`config.mk`:
```
export PLATFORM = sky130hd
export DESIGN_NAME = apb_rr_master_sequencer
export DESIGN_NICKNAME = d
export VERILOG_FILES = /design/src/rtl/apb_rr_master_sequencer.sv
export SDC_FILE = /design/constraint.sdc
export NUM_CORES = 1
export LEC_CHECK = 0
export CAP_MARGIN = 25
export CORE_UTILIZATION = 38
export DETAILED_ROUTE_END_ITERATION = 10
export PLACE_DENSITY = 0.83
export SLEW_MARGIN = 25
export SYNTH_ARGS = -nofsm -noshare
export SYNTH_HDL_FRONTEND = slang
export SYNTH_SLANG_ARGS = --single-unit
```
`constraint.sdc`:
```
create_clock -name clk_i -period 2.8 [get_ports clk_i]
set_clock_uncertainty 0.15 [all_clocks]
set_input_delay 0.56 -clock clk_i [delete_from_list [all_inputs] [get_ports clk_i]]
set_output_delay 0.56 -clock clk_i [all_outputs]
set_load 0.005 [all_outputs]
```
`src/rtl/apb_rr_master_sequencer.sv`:
```
// ---------------------------------------------------------------------------
// apb_rr_master_sequencer
//
// Shares a single APB master port between NUM_REQ requesters. A round-robin
// arbiter picks one requester while the port is idle. The block then runs the
// APB SETUP/ACCESS sequence with the request fields latched at grant time. A
// one-cycle response carrying read data and error status goes back to the
// granted requester. A watchdog aborts an ACCESS phase that never sees PREADY.
//
// Ports:
//   clk_i, rst_ni          clock, asynchronous active-low reset
//   req_i / gnt_o          per-requester request (held until grant) and
//                          one-hot combinational grant (only while idle)
//   addr_i, we_i, wdata_i  flattened per-requester transfer fields
//   rsp_valid_o            one-hot single-cycle response pulse
//   rsp_rdata_o, rsp_err_o shared response data/error, zero when no pulse
//   busy_o                 high whenever a transfer is in SETUP or ACCESS
//   paddr_o .. penable_o   APB master request signals
//   prdata_i, pready_i,    APB completer response signals
//   pslverr_i
// ---------------------------------------------------------------------------
module apb_rr_master_sequencer #(
  parameter int NUM_REQ        = 4,
  parameter int APB_ADDR_WIDTH = 12,
  parameter int APB_DATA_WIDTH = 32,
  parameter int TIMEOUT_CYCLES = 256
) (
  input  logic                               clk_i,
  input  logic                               rst_ni,
  input  logic [NUM_REQ-1:0]                 req_i,
  output logic [NUM_REQ-1:0]                 gnt_o,
  input  logic [NUM_REQ*APB_ADDR_WIDTH-1:0]  addr_i,
  input  logic [NUM_REQ-1:0]                 we_i,
  input  logic [NUM_REQ*APB_DATA_WIDTH-1:0]  wdata_i,
  output logic [NUM_REQ-1:0]                 rsp_valid_o,
  output logic [APB_DATA_WIDTH-1:0]          rsp_rdata_o,
  output logic                               rsp_err_o,
  output logic                               busy_o,
  output logic [APB_ADDR_WIDTH-1:0]          paddr_o,
  output logic                               pwrite_o,
  output logic [APB_DATA_WIDTH-1:0]          pwdata_o,
  output logic                               psel_o,
  output logic                               penable_o,
  input  logic [APB_DATA_WIDTH-1:0]          prdata_i,
  input  logic                               pready_i,
  input  logic                               pslverr_i
);

  localparam int IDX_W = (NUM_REQ > 1) ? $clog2(NUM_REQ) : 1;
  // A disabled watchdog still needs a legal one-bit counter.
  localparam int CNT_W = (TIMEOUT_CYCLES > 0) ? $clog2(TIMEOUT_CYCLES + 1) : 1;
  localparam logic [CNT_W-1:0] CNT_LAST =
    (TIMEOUT_CYCLES > 0) ? CNT_W'(TIMEOUT_CYCLES - 1) : '0;
  localparam logic WDOG_EN = (TIMEOUT_CYCLES > 0);

  typedef enum logic [1:0] {
    IDLE   = 2'd0,
    SETUP  = 2'd1,
    ACCESS = 2'd2
  } state_e;

  state_e                     state_q, state_d;
  logic [IDX_W-1:0]           ptr_q;
  logic [IDX_W-1:0]           idx_q;
  logic [APB_ADDR_WIDTH-1:0]  addr_q;
  logic                       we_q;
  logic [APB_DATA_WIDTH-1:0]  wdata_q;
  logic [CNT_W-1:0]           wd_cnt_q;
  logic [NUM_REQ-1:0]         rsp_valid_q;
  logic [APB_DATA_WIDTH-1:0]  rsp_rdata_q;
  logic                       rsp_err_q;

  logic                       gnt_found;
  logic [IDX_W-1:0]           gnt_idx;
  logic                       timeout_hit;

  // Modular add for requester indices; base < NUM_REQ and off < NUM_REQ,
  // so a single conditional subtraction is enough to wrap.
  function automatic logic [IDX_W-1:0] wrap_add(input logic [IDX_W-1:0] base,
                                                input int off);
    int sum;
    sum = 32'(base) + off;
    if (sum >= NUM_REQ) sum = sum - NUM_REQ;
    return IDX_W'(sum);
  endfunction

  function automatic logic [NUM_REQ-1:0] onehot(input logic [IDX_W-1:0] idx);
    logic [NUM_REQ-1:0] v;
    v = '0;
    v[idx] = 1'b1;
    return v;
  endfunction

  // Round-robin search: the first active request at or after the pointer.
  always_comb begin
    gnt_found = 1'b0;
    gnt_idx   = '0;
    for (int i = 0; i < NUM_REQ; i++) begin
      if (!gnt_found && req_i[wrap_add(ptr_q, i)]) begin
        gnt_found = 1'b1;
        gnt_idx   = wrap_add(ptr_q, i);
      end
    end
  end

  // The watchdog fires on the last permitted ACCESS cycle. A PREADY in that
  // same cycle takes priority, so the abort is masked by pready_i.
  assign timeout_hit = WDOG_EN && !pready_i && (wd_cnt_q == CNT_LAST);

  // State register.
  always_ff @(posedge clk_i or negedge rst_ni) begin
    if (!rst_ni) state_q <= IDLE;
    else         state_q <= state_d;
  end

  // Next-state logic.
  always_comb begin
    state_d = state_q;
    case (state_q)
      IDLE:    if (gnt_found) state_d = SETUP;
      SETUP:   state_d = ACCESS;
      ACCESS:  if (pready_i || timeout_hit) state_d = IDLE;
      default: state_d = IDLE;
    endcase
  end

  // Output decode. The grant is masked while reset is asserted so that every
  // output reads zero during reset, even with requests pending.
  always_comb begin
    gnt_o     = '0;
    psel_o    = 1'b0;
    penable_o = 1'b0;
    busy_o    = 1'b0;
    case (state_q)
      IDLE:    if (gnt_found && rst_ni) gnt_o = onehot(gnt_idx);
      SETUP: begin
        psel_o = 1'b1;
        busy_o = 1'b1;
      end
      ACCESS: begin
        psel_o    = 1'b1;
        penable_o = 1'b1;
        busy_o    = 1'b1;
      end
      default: ;
    endcase
  end

  // Datapath: latch the granted request, advance the pointer, run the
  // watchdog, and register the single-cycle response.
  always_ff @(posedge clk_i or negedge rst_ni) begin
    if (!rst_ni) begin
      ptr_q       <= '0;
      idx_q       <= '0;
      addr_q      <= '0;
      we_q        <= 1'b0;
      wdata_q     <= '0;
      wd_cnt_q    <= '0;
      rsp_valid_q <= '0;
      rsp_rdata_q <= '0;
      rsp_err_q   <= 1'b0;
    end else begin
      rsp_valid_q <= '0;
      rsp_rdata_q <= '0;
      rsp_err_q   <= 1'b0;
      case (state_q)
        IDLE: begin
          if (gnt_found) begin
            idx_q    <= gnt_idx;
            addr_q   <= addr_i[32'(gnt_idx) * APB_ADDR_WIDTH +: APB_ADDR_WIDTH];
            we_q     <= we_i[gnt_idx];
            wdata_q  <= wdata_i[32'(gnt_idx) * APB_DATA_WIDTH +: APB_DATA_WIDTH];
            ptr_q    <= wrap_add(gnt_idx, 1);
            wd_cnt_q <= '0;
          end
        end
        ACCESS: begin
          if (pready_i) begin
            rsp_valid_q <= onehot(idx_q);
            rsp_rdata_q <= we_q ? '0 : prdata_i;
            rsp_err_q   <= pslverr_i;
          end else if (timeout_hit) begin
            rsp_valid_q <= onehot(idx_q);
            rsp_err_q   <= 1'b1;
          end else if (WDOG_EN) begin
            wd_cnt_q <= wd_cnt_q + 1'b1;
          end
        end
        default: ;
      endcase
    end
  end

  assign paddr_o     = addr_q;
  assign pwrite_o    = we_q;
  assign pwdata_o    = wdata_q;
  assign rsp_valid_o = rsp_valid_q;
  assign rsp_rdata_o = rsp_rdata_q;
  assign rsp_err_o   = rsp_err_q;

endmodule

```
==> summary.txt, run 1 <==
Initial core utilization = 39.1%
Initial antenna violation count = 0
GR Util All Layers = 27.2%
Flop and latch count out of synthesis = 97
Final hold violation count = 0
Ratio of cells with drive above 1 in the final layout = 10.2%
Status = completed
Setup Crit Path Kind = in2out
Die area = 14,100 sq um
Die H = 119 um
Drt wl/cell = 19.2 um
Overall Power = 7.40 mW
RSZ-0062 raised after global routing = no
1st-iter DRT viols = 271
Worst R2R Setup Slack = 350 ps
Hold Path Stages = 1
# IOs = 309
CP Data Required Time = 2090 ps
Max Buffers Root-to-Sink = 2
Clock transition at path regs = 70 ps
DRT Wirelength = 19,200 um
DRT Pass-1 Iters = 5
Final core utilization = 66.7%
Critical path, cell by cell = clkdlybuf4s50_1 -> buf_4 -> nor4_4 -> nor2b_4 -> buf_4 -> and3_1 -> clkbuf_2
Syn Nets = 725
CTS tree = yes
Vias per inst = 5.45
LEAKAGE = 3.67 nW
Number of CTS-inserted buffers = 9
Fin crit share = 96.6%
Crit start category = primary input
Total number of vias = 5,435
Slowest cell delay on critical path = 420 ps
VDD IR max = 383 uV
Worst hold path type = reg2reg
Placer Congestion = 0.847
Placed cells = 975
Slew headroom = 46.8%
Final setup viols = 0
Die width = 119 um
Fin cells = 997
Drc violations = 0
H-tree levels = 3
Most used cell along the critical path = buf_4
Synth cell types = 45
Final Cell Area = 8860 sq um
Mean Syn Cell Area = 10.4 sq um
Worst Tran Pin Value = 798 ps
YS warnings = 0
Maximum fanout along the worst path = 5
Final nets = 1,041
Register-to-Register Path Depth = 9
CTS sink cnt = 97
First-pass GRT wire length = 29,600 um
Global route hottest layer = met2
GR met3 Demand/Resource = 5.84%
Cell Area, Synth = 5190 sq um
Antenna diode count = 0
Final ANT Viol Nets = 0
Reg2Reg Launch Point = wd_cnt_q[0]
Root buffer cell = clkbuf_16
DP Area = 8540 sq um
Synth Instances = 500
Fmax = 370 MHz
Worst hold endpoint = rsp_valid_o[2]
Worst r2r dst = wd_cnt_q[5]
CP max stage cell = clkdlybuf4s50_1
Floorplan row count = 42
Min-delay src = idx_q[0]
Clk_lat worst skew = 350 ps
Data arrival time of the worst path = 2000 ps
Minimum clock period = 2710 ps
Area Growth Syn to Fin = 70.6%
Setup TNS = 0 ps
# Max-Cap Violations = 0
Port buffer count = 308
Post-DP HPWL = 14,700 um
Area of the core = 13,300 sq um
Largest net degree at the start of global routing = 64
Crit path capture type = output port
Count of pins over their slew limit = 0
GRT met1 Usage = 29.8%
Register area share after synthesis = 46.7%
M2 GR Usage = 50.5%
Vias in the first global route = 5,734
Total grt overflow = 0
Power Density = 835 nW/um^2
Crit path from = req_i[1]
==> flip-flops by register name (all words and copies together) (netlist names), 2 cells and up <==
name / cells
wd_cnt_q: 9
state_q: 2
idx_q: 2
pwdata_o: 32
paddr_o: 12
rsp_valid_o: 4
ptr_q: 2
rsp_rdata_o: 32
==> per-stage QoR <==
step                worst slack (ps)  hold slack, ps
floorplan                        458             114
global placement                -180             256
detailed placement              -222             258
CTS                             4.75             354
global route                    22.2             391
finish                          94.5             353
==> placed cells by master (no fill, tap or decap), types with 5 or more instances in the layout <==
cell,n
a221oi_1,45
and2_1,32
and3_1,7
buf_4,35
clkbuf_16,9
clkdlybuf4s50_1,301
dfrtp_1,97
ha_1,5
inv_1,5
mux2i_1,46
nand2_1,14
nor2_1,57
o21ai_0,53
o22ai_1,36
o22ai_2,10
==> cells in the mapped netlist, drive strengths merged <==
cell type  count  area share [%]
dfrtp         97              47
nor2          57             4.1
o21ai         54             5.3
a221oi        46             8.1
mux2i         46             8.9
o22ai         46             6.7
and2          32             3.9
buf           25             4.2
clkbuf        18             1.3
nand2         14             1.0
and3           7            0.84
inv            6            0.43
a21oi          5            0.48
ha             5             1.2
nand3          5            0.48
nor2b          4            0.48
a21o           3            0.43
nor3           3            0.39
o21a           3            0.43
or3            3            0.46
xor2           3            0.51
nand2b         2            0.24
nand4          2            0.24
nor3b          2            0.39
xnor2          2            0.34
a211oi         1            0.24
a22o           1            0.17
a22oi          1            0.14
a2bb2oi        1            0.29
nand3b         1            0.14
nand4b         1            0.46
nor4           1            0.41
o221a          1            0.22
o2bb2ai        1            0.17
o31ai          1            0.24
==> worst max-delay path, delay by kind of cell <==
kind / cells / cell delay (ps)
and+or+nand+nor: 3 / 570
buffers and inverters: 4 / 870
==> how the worst max path moves through the flow <==
| stage | to | cells past startpoint |
|---|---|---|
| after CTS | gnt_o[3] | 7 |
| after detailed placement | gnt_o[1] | 6 |
| after global routing | gnt_o[2] | 8 |
| after floorplan | gnt_o[2] | 6 |
| after global placement | gnt_o[1] | 6 |
| final | gnt_o[3] | 7 |
==> report_power, final <==
group | total (mW) | switching [mW] | internal (mW)
logic | 4.09 | 2.00 | 2.09
registers | 2.15 | 0.324 | 1.82
clock network | 1.17 | 0.557 | 0.610
==> cell type report <==
cell class | count | area (sq um)
clock inverter | 7 | 53.8
timing repair buffer | 348 | 3420
fill | 1050 | 4430
inverter | 6 | 22.5
multi-input combinational | 354 | 2500
clock buffer | 9 | 225
sequential | 97 | 2430
tap | 176 | 220
==> routing by layer <==
layer | vias to the layer above | share of wire (%) | wire length (um)
met5 | - | 0 | 0
met4 | 0 | 2.4 | 456
met3 | 32 | 6.5 | 1240
met2 | 245 | 54 | 10400
met1 | 2664 | 37 | 7100
li1 | 2494 | - | -
==> logic make-up after synthesis <==
group | synth area share [%]
muxes | 8.86
buffers and inverters | 5.92
adders and majority gates | 1.20
DFF | 46.7
xor gates and xnor gates | 0.843
AOI/OAI and AO/OA | 22.9
and+or+nand+nor | 13.5
==> timing repair <==
item	CTS	global route
pin swaps	1	1
endpoints found under the hold margin	6	0
gates resized for setup	12	3
hold buffers	1	0
buffers inserted	4	1
endpoints found under the setup margin	4	3
Power figures use the tool's default switching activity.
==> run 2: changes to the inputs <==
--- a/config.mk
+++ b/config.mk
@@ -5,10 +5,10 @@
 export SDC_FILE = /design/constraint.sdc
 export NUM_CORES = 1
 export LEC_CHECK = 0
-export CAP_MARGIN = 25
+export CAP_MARGIN = 20
 export CORE_UTILIZATION = 38
 export DETAILED_ROUTE_END_ITERATION = 10
-export PLACE_DENSITY = 0.83
+export PLACE_DENSITY_LB_ADDON = 0.25
 export SLEW_MARGIN = 25
 export SYNTH_ARGS = -nofsm -noshare
 export SYNTH_HDL_FRONTEND = slang
==> run 2 against run 1 <==
Effect of this change:
- critical endpoint is now gnt_o[0]
- critical path type unchanged
- register-to-register slack improved by 80 ps
- worst hold slack better by 4.9 ps
- via count stayed put
==> summary.txt, run 2 (synthesis results as in run 1) <==
Post-DP HPWL = 14,600 um (was 14,700 um)
Number of CTS-inserted buffers = 9 (unchanged)
Vias per inst = 5.42 (was 5.45)
Root buffer cell = clkbuf_16 (unchanged)
DP Area = 8620 sq um (was 8540 sq um)
CP endpoint = gnt_o[0] (was gnt_o[3])
LEAKAGE = 3.73 nW (was 3.67 nW)
Top Family by Delay on Critical Path = buffers and inverters (unchanged)
Reg2Reg Launch Point = wd_cnt_q[0] (unchanged)
Most frequent cells in the layout = clkdlybuf4s50_1, dfrtp_1, nor2_1, o21ai_0, mux2i_1 (unchanged)
RSZ-0062 raised after global routing = no (unchanged)
Crit path capture type = output port (unchanged)
Multi-input gate area = 2490 sq um (was 2500 sq um)
Final core utilization = 67.4% (was 66.7%)
Final Cell Area = 8960 sq um (was 8860 sq um)
Worst Tran Pin Value = 810 ps (was 798 ps)
Initial antenna violation count = 0 (unchanged)
VDD IR max = 525 uV (was 383 uV)
Crit start category = primary input (unchanged)
Total grt overflow = 0 (unchanged)
Clk_lat worst skew = 340 ps (was 350 ps)
Area of the core = 13,300 sq um (unchanged)
First-pass GRT wire length = 29,300 um (was 29,600 um)
Fmax = 376 MHz (was 370 MHz)
Power Density = 844 nW/um^2 (was 835 nW/um^2)
CP bufs+invs = 5 (was 4)
Count of pins over their slew limit = 0 (unchanged)
Slew headroom = 46.0% (was 46.8%)
Worst R2R Setup Slack = 430 ps (was 350 ps)
Crit path from = req_i[0] (was req_i[1])
DRT Wirelength = 19,000 um (was 19,200 um)
Setup Crit Path Kind = in2out (unchanged)
Total number of vias = 5,435 (unchanged)
GR Util All Layers = 27.0% (was 27.2%)
Filler cells = 1,035 (was 1,050)
Data arrival time of the worst path = 1950 ps (was 2000 ps)
Minimum clock period = 2660 ps (was 2710 ps)
H-tree levels = 3 (unchanged)
Worst hold path type = reg2reg (unchanged)
Status = completed (unchanged)
CP Data Required Time = 2090 ps (about the same)
Clock transition at path regs = 70 ps (about the same)
Ratio of cells with drive above 1 in the final layout = 10.6% (was 10.2%)
CTS tree = yes (unchanged)
Drc violations = 0 (unchanged)
Most common cell after layout, fill and taps aside = clkdlybuf4s50_1 (unchanged)
Crit path depth = 8 (was 7)
Vias in the first global route = 5,606 (was 5,734)
Final hold violation count = 0 (unchanged)
Die width = 119 um (unchanged)
# IOs = 309 (unchanged)
Die area = 14,100 sq um (unchanged)
CP max stage cell = clkdlybuf4s50_1 (unchanged)
1st-iter DRT viols = 408 (was 271)
Die H = 119 um (unchanged)
Max Buffers Root-to-Sink = 2 (unchanged)
Initial core utilization = 39.1% (unchanged)
Largest net degree at the start of global routing = 65 (was 64)
Drt wl/cell = 19.0 um (was 19.2 um)
Worst r2r dst = wd_cnt_q[7] (was wd_cnt_q[5])
Reg area = 2430 sq um (unchanged)
Fin crit share = 94.9% (was 96.6%)
# Max-Cap Violations = 0 (unchanged)
Slowest cell delay on critical path = 420 ps (about the same)
Final setup viols = 0 (unchanged)
Port buffer count = 308 (unchanged)
Register-to-Register Path Depth = 9 (unchanged)
CTS sink cnt = 97 (unchanged)
Maximum fanout along the worst path = 6 (was 5)
Final ANT Viol Nets = 0 (unchanged)
Antenna diode count = 0 (unchanged)
DRT Pass-1 Iters = 5 (unchanged)
Area Growth Syn to Fin = 72.4% (was 70.6%)
Placer Congestion = 0.901 (was 0.847)
Final nets = 1,047 (was 1,041)
Floorplan row count = 42 (unchanged)
Critical path, cell by cell = clkdlybuf4s50_1 -> buf_6 -> buf_12 -> nor4_4 -> nor2b_4 -> buf_4 -> and3_1 -> clkbuf_2 (was clkdlybuf4s50_1 -> buf_4 -> nor4_4 -> nor2b_4 -> buf_4 -> and3_1 -> clkbuf_2)
run 2: changes by cell type in the layout (fill, tap and decap cells not counted), sizes merged:
cell / change
buf: +6
clkinv: -2
inv: +2
bufinv: +1
clkdlybuf4s50: -1
clkinvlp: -1
dlygate4sd2: +1
run 2: worst min path at each step:
stage	from	end	slack [ps]	depth (start not counted)
6_report	idx_q[1]	rsp_valid_o[1]	360	1
5_1_grt	idx_q[0]	rsp_valid_o[0]	390	1
4_1_cts	wd_cnt_q[1]	wd_cnt_q[1]	360	2
3_5_place_dp	rst_ni	paddr_o[4]	250	1
3_3_place_gp	rst_ni	paddr_o[4]	250	1
2_1_floorplan	rst_ni	idx_q[0]	110	0
run 2: where the power goes:
group	internal (mW)	switching, mW
clock network	0.711	0.581
registers	1.82	0.315
logic	2.16	1.97
total	4.69	2.86
run 2: final cells by class:
type	instances	area share [%]
clock buffer	9	2.51
clock inverter	7	0.936
inverter	6	0.251
multi-input combinational	354	27.8
sequential	97	27.1
tap	176	2.46
timing repair buffer	354	39.0
run 2: routing by layer:
layer  up-vias  global-route usage (%)  wire, um  part of all wire [%]
met5         -                       0         0                     0
met4         0                    9.57       490                   2.6
met3        36                    5.12      1150                   6.1
met2       252                    50.6     10300                    54
met1      2652                    30.3      7050                    37
li1       2495                       -         -                     -
run 2: repair_timing:
action / in CTS / in global routing
pin swaps: 2 / 0
hold buffers: 1 / 0
setup endpoints to repair: 4 / 3
buffers inserted: 3 / 0
hold endpoints to repair: 8 / 0
gates resized for setup: 12 / 3
run 2: stage by stage:
stage | total power, mW | setup TNS, ps | std cells | setup slack [ps] | hold slack, ps
CTS | 7.59 | 0 | 1003 | 23.6 | 362
finish | 7.56 | 0 | 1003 | 143 | 358
floorplan | 4.33 | 0 | 500 | 458 | 114
global route | 8.01 | 0 | 1003 | 75.7 | 394
global placement | 6.10 | -2630 | 983 | -198 | 250
detailed placement | 6.25 | -5210 | 983 | -228 | 253
